`src/rtl/wb_regfile.sv`:
```
// Writeback stage and 16-entry architectural register file with a main write
// port, an R0 side-result port, write-through bypassed reads and a commit counter.
module wb_regfile #(
  parameter int DATA_W = 16,
  parameter int ADDR_W = 4
) (
  input  logic              clock,
  input  logic              reset,
  input  logic [DATA_W-1:0] wb_dm,
  input  logic [DATA_W-1:0] wb_ALU,
  input  logic [DATA_W-1:0] wb_R0,
  input  logic [ADDR_W-1:0] wb_wAddr,
  input  logic              wb_muxWB,
  input  logic              wb_regWrite,
  input  logic              wb_regWrite0,
  input  logic [ADDR_W-1:0] rAddr1,
  input  logic [ADDR_W-1:0] rAddr2,
  output logic [DATA_W-1:0] rData1,
  output logic [DATA_W-1:0] rData2,
  output logic [DATA_W-1:0] rDataR0,
  output logic [DATA_W-1:0] wbData,
  output logic [15:0]       wbCount
);

  localparam int NREGS = 2 ** ADDR_W;

  logic [DATA_W-1:0] regs [NREGS];
  logic [15:0]       count_q;
  logic              wr_main;
  logic              wr_r0;

  // Bypass paths are gated by reset so every read port reads zero while held.
  assign wr_main = reset & wb_regWrite;
  assign wr_r0   = reset & wb_regWrite0;

  // NOTE: always_comb with a value on every path; a missing else would infer a latch.
  always_comb begin
    wbData = '0;
    if (reset) wbData = wb_muxWB ? wb_dm : wb_ALU;
  end

  // Main port has priority over the R0 port, matching the write collision rule.
  assign rData1  = (wr_main && rAddr1 == wb_wAddr) ? wbData :
                   (wr_r0 && rAddr1 == '0)         ? wb_R0  : regs[rAddr1];
  assign rData2  = (wr_main && rAddr2 == wb_wAddr) ? wbData :
                   (wr_r0 && rAddr2 == '0)         ? wb_R0  : regs[rAddr2];
  assign rDataR0 = (wr_main && wb_wAddr == '0)     ? wbData :
                   wr_r0                           ? wb_R0  : regs[0];

  assign wbCount = count_q;

  // NOTE: the array is reset explicitly because the ISA defines all registers as zero after reset.
  always_ff @(posedge clock or negedge reset) begin
    if (!reset) begin
      for (int i = 0; i < NREGS; i++) regs[i] <= '0;
      count_q <= '0;
    end else begin
      // NOTE: non-blocking writes; the later main-port write to reg0 wins a collision.
      if (wb_regWrite0) regs[0] <= wb_R0;
      if (wb_regWrite)  regs[wb_wAddr] <= wbData;
      if (wb_regWrite | wb_regWrite0) count_q <= count_q + 16'd1;
    end
  end

endmodule
```
`config.mk`:
```
export PLATFORM = sky130hd
export DESIGN_NAME = wb_regfile
export DESIGN_NICKNAME = d
export VERILOG_FILES = /design/src/rtl/wb_regfile.sv
export SDC_FILE = /design/constraint.sdc
export NUM_CORES = 1
export LEC_CHECK = 0
export ABC_AREA = 0
export BUFFER_PORTS_ARGS = -buffer_cell sky130_fd_sc_hd__buf_2
export CORE_UTILIZATION = 25
export DETAILED_ROUTE_END_ITERATION = 8
export PLACE_DENSITY = 0.52
export SETUP_SLACK_MARGIN = 0.2
export SLEW_MARGIN = 10
export SYNTH_ARGS = -nofsm -noshare
export SYNTH_HDL_FRONTEND = slang
export SYNTH_SLANG_ARGS = --single-unit
```
`constraint.sdc`:
```
create_clock -name clock -period 3.45 [get_ports clock]
set_clock_uncertainty 0.15 [all_clocks]
set_input_delay 0.69 -clock clock [delete_from_list [all_inputs] [get_ports clock]]
set_output_delay 0.69 -clock clock [all_outputs]
set_load 0.02 [all_outputs]
```
* After elaboration in Yosys (flattened, before gate mapping)
Cells that the tools add are included.
** Word-level totals
- Register bits :: 272
- Output and inout port bits :: 80
- Logic and storage cells :: 58
** Cells by class
- Bitwise operators :: 6
- Multiplexer cells :: 19
- Add/subtract/negate cells :: 1
- Reductions and logical operators :: 9
- Equal/unequal tests :: 2
- $lt $le $gt $ge :: 4
** Operator list (number)
- bitwise mux 256 bit :: 1
- two-way mux 256 bit :: 1
- two-way mux 16 bit :: 14
- binary-select mux 16 bit (select 4 bit) :: 2
- demux 16 bit (select 4 bit) :: 1
- adder 16 x 1 -> 16 bit (second input constant) :: 1
- >= comparator 5 bit (second input constant) :: 3
- NOT 4 -> 5 bit :: 3
- logical NOT 4 bit :: 3
- == test 4 bit :: 2
- logical AND 1 bit :: 6
- less-than comparator 5 x 1 -> 1 bit (second input constant) :: 1
- bitwise AND 1 bit :: 2
- bitwise OR 1 bit :: 1

* Longest topological paths before layout
- Depth after elaboration :: 7
- Gate-level depth with buffers :: 8

* Worst setup path after synthesis
OpenSTA, ideal clock, no wires.
- Path type :: input to output
- From :: input port rAddr1[2]
- To :: output port rData1[13]
- Data required time :: 2.610 ns
- Slack :: 0.335 ns
- Arrival :: 2.275 ns
- Buffers on the path :: 3
- Stages on the path :: 7
- Path through :: or2_1 > buf_2 > or4_1 > buf_2 > buf_2 > mux2i_1 > mux2i_1
** On the way
- Word-level cells in the longest chain between the ends :: 6
- Elaborated cells between the ends (all ways) :: 10
- Classes of those cells :: 1 x eq/ne; 5 x mux; 1 x bitwise; 3 x reduce/logical
** Ends and longest elaborated chain
- start: declaration :: line 16 : input logic [ADDR_W-1:0] rAddr1,
- NOT 4 -> 5 bit (implied by the code) :: line 44 : (wr_r0 && rAddr1 == '0) ? wb_R0 : regs[rAddr1];
- binary-select mux 16 bit (select 4 bit) :: line 44
- two-way mux 16 bit (implied by the code) (2 in a row) :: line 44
- two-way mux 16 bit :: line 44
- two-way mux 16 bit (*) :: line 43 : assign rData1 = (wr_main && rAddr1 == wb_wAddr) ? wbData :
- end: declaration :: line 18 : output logic [DATA_W-1:0] rData1,
Every way passes the cells marked *; elsewhere a longest branch is shown, timed or not. The select of a mux whose other input is x is not followed.

==> results.md <==
- Die Footprint: 61700 um^2
- Routed length per instance: 23.5 um
- ANT cells: 0
- Number of global-route vias before repair: roughly 13000
- Placement Rows: 89
- Worst-path clk slew: 0.06 ns
- Crit end category: output pin
- Cell area after synthesis: 15200 um^2
- Period utilisation layout: 93.9%
- GP Congestion: roughly 0.90
- Worst Path Arrival: between 2 and 2.5 ns
- CP max stage cell: mux4_2
- Largest net degree at the start of global routing: just over 60
- Finished Layout Cells: 2459
- Total power: ~9.5 mW
- Max Freq: about 310 MHz
- Layout cells sized above 1: 29.1%
- Final Slew Violations: 0
- Global route overflow: 0
- Max-Cap Viols: 0
- Met2 GRT Util: a little under a third
- Critical path class: register to output pin
- Worst EP required: 2.61 ns
- Period minus WS final: about 3.2 ns
- DRT iter0 DRCs: about 1000
- CP peak stage delay: 0.47 ns
- Async SR Flop Fraction: between 90% and 100%
- Clk sinks: 272
- Post-detail-place hpwl: about 40000 um
- Relative slew slack: 46.3%
- CTS H-tree lvls: 1
- Total GRT Usage: roughly a fifth
- CTS tree: yes
- HP Class: input pin to async pin
- Post-synthesis sequential area ratio: 44.9%
- Most frequent cells in the layout: 272 x dfrtp_1, 271 x nand2_1, 258 x o21ai_0
- Endpoints failing hold: 0
- Syn nets: ~1500
- VDD IR max: 390 uV
- Root buf cell: clkbuf_16
- CP max FO: 3
- Die Y: 248 um
- Total CTS buffers: 30
- Avg Inst Size Synth: 10.3 um^2
- DRC violations left: 0
- Actual slew at the worst max-slew pin: a little over 0.8 ns
- Crit path cell chain: mux4_2 -> a22oi_2 -> o31ai_1 -> mux2i_1 -> mux2i_1 -> buf_4
- Routed WL: approximately 58000 um
- Met3 usage: ~4.7%
- Most common cell after layout, fill and taps aside: dfrtp_1
- Final setup viols: 0
- Number of enable flip-flop cells after synthesis: 0
- Initial Utilization: 25.5%
- Initial antenna violation count: 2
- RSZ-0062 raised after global routing: true
- Final Cell Area: 18900 um^2
- Clock latency on the worst-skew pair: 0.58 ns
- Lkg Pwr: between 8 and 9 nW
- Gr busiest metal: met2
- Max clock buf depth: 3
- Syn Inst Count: 1477
- Post-Place Cells: 2382
- Synth unique cells: 47
- Synth warn: 0
- CP Launch Type: register
- Via-to-Cell Ratio: 5.27
- DP Area: between 15000 and 20000 um^2
- Routed Antenna Nets: 0
- Hold slack final: around 0.052 ns
- Global-route wire length before repair: 85400 um
- Status: completed
- Area delta synth->final: 24.4%
- Synth Flop Type: dfrtp_1
- PortBufs: 144
- Register bit count reported by yosys: 272
- CP most frequent cell: mux2i_1
- # IOs: 145
- 1st-pass router iterations: 5
- Core region area: approximately 59000 um^2
- Chip width: 248 um
- Layout net count: around 1700
- Via count: approximately 13000
- Cell Pwr Density: around 510 nW/um^2
- Routing usage on met1: a little under a quarter
==> final timing paths <==
path / depth (start not counted) / endpoint / slack [ns] / start
max in group asynchronous: 4 / async pin / 1.64 / reset
min in group clock: 3 / regs[255] / 0.29 / wb_R0[15]
setup / recovery: 6 / rData2[8] / 0.21 / register
hold reg to reg: 1 / wbCount[15] / 0.31 / wbCount[15]
hold / removal: 2 / wbCount[10] / 0.05 / reset
setup reg to reg: 5 / wbCount[14] / 1.73 / wbCount[0]
==> routing by layer <==
metal  vias to the layer above  wire length (um)
met3                       122              4480
met5                         -                 0
met4                         0              2570
met1                      6560             23900
met2                       521             26900
li1                       5761                 -
==> final cells by class <==
cell class | instances | area [um^2]
Multi-Input combinational cell | 1049 | 7780
Inverter | 19 | 71.3
Timing Repair Buffer | 296 | 2290
Clock buffer | 46 | 922
Fill cell | 6169 | 40600
Tap cell | 773 | 967
Sequential cell | 272 | 6810
Clock inverter | 4 | 22.5
==> stage by stage <==
stage               util, %  TNS (ns)  setup WS (ns)
finish                 31.7         0          0.211
global route           31.7         0          0.137
floorplan                 -         0          0.335
CTS                    31.1         0          0.197
global placement       29.3    -0.323        -0.0798
detailed placement     29.3    -0.226        -0.0730
==> Yosys cell counts (13+ instances only) <==
cell type / n / share of area [%]
a22o_1: 16 / 0.92
dfrtp_1: 272 / 45
a211oi_1: 16 / 0.79
clkbuf_1: 86 / 2.1
o22ai_1: 34 / 1.4
inv_1: 19 / 0.47
o21ai_0: 259 / 8.5
o21bai_1: 16 / 0.79
mux2_2: 17 / 1.3
a21oi_1: 16 / 0.53
buf_2: 27 / 0.89
mux2i_1: 104 / 6.9
or2_2: 16 / 0.66
nand2_1: 271 / 6.7
buf_4: 13 / 0.64
mux4_2: 90 / 13
a221o_1: 16 / 1.1
nor2_1: 56 / 1.4
o221ai_1: 18 / 1.0
==> critical path, delay by kind of cell (launching register included) <==
kind                   cells  cell delay, ns
muxes                      3            0.73
DFF                        1            0.40
buffers and inverters      1            0.17
AOI/OAI and AO/OA          2            0.51
==> where the power goes <==
part | switching (mW) | total (mW) | internal [mW]
Combinational | 1.21 | 2.23 | 1.03
Sequential | 0.457 | 4.16 | 3.70
Clock | 1.34 | 3.15 | 1.81
==> what timing repair did <==
item                                    CTS  global route
hold endpoints to repair                  5             0
gates cloned                              0             1
resized for setup                        23            30
endpoints found under the setup margin   32            27
pin swaps                                 1             6
setup buffers                             0            24
hold buffers                              2             0
==> logic make-up (layout without fill, tap and decap cells) <==
family | Yosys count | in the layout | synth area share, %
adders and majority gates | 1 | 1 | 0.0825
xor gates and xnor gates | 23 | 23 | 1.33
and+or+nand+nor | 384 | 384 | 10.6
AOI/OAI and AO/OA | 430 | 430 | 17.1
buffers and inverters | 156 | 365 | 4.60
muxes | 211 | 211 | 21.5
DFF | 272 | 272 | 44.9
(Power assumes the default switching activity.)
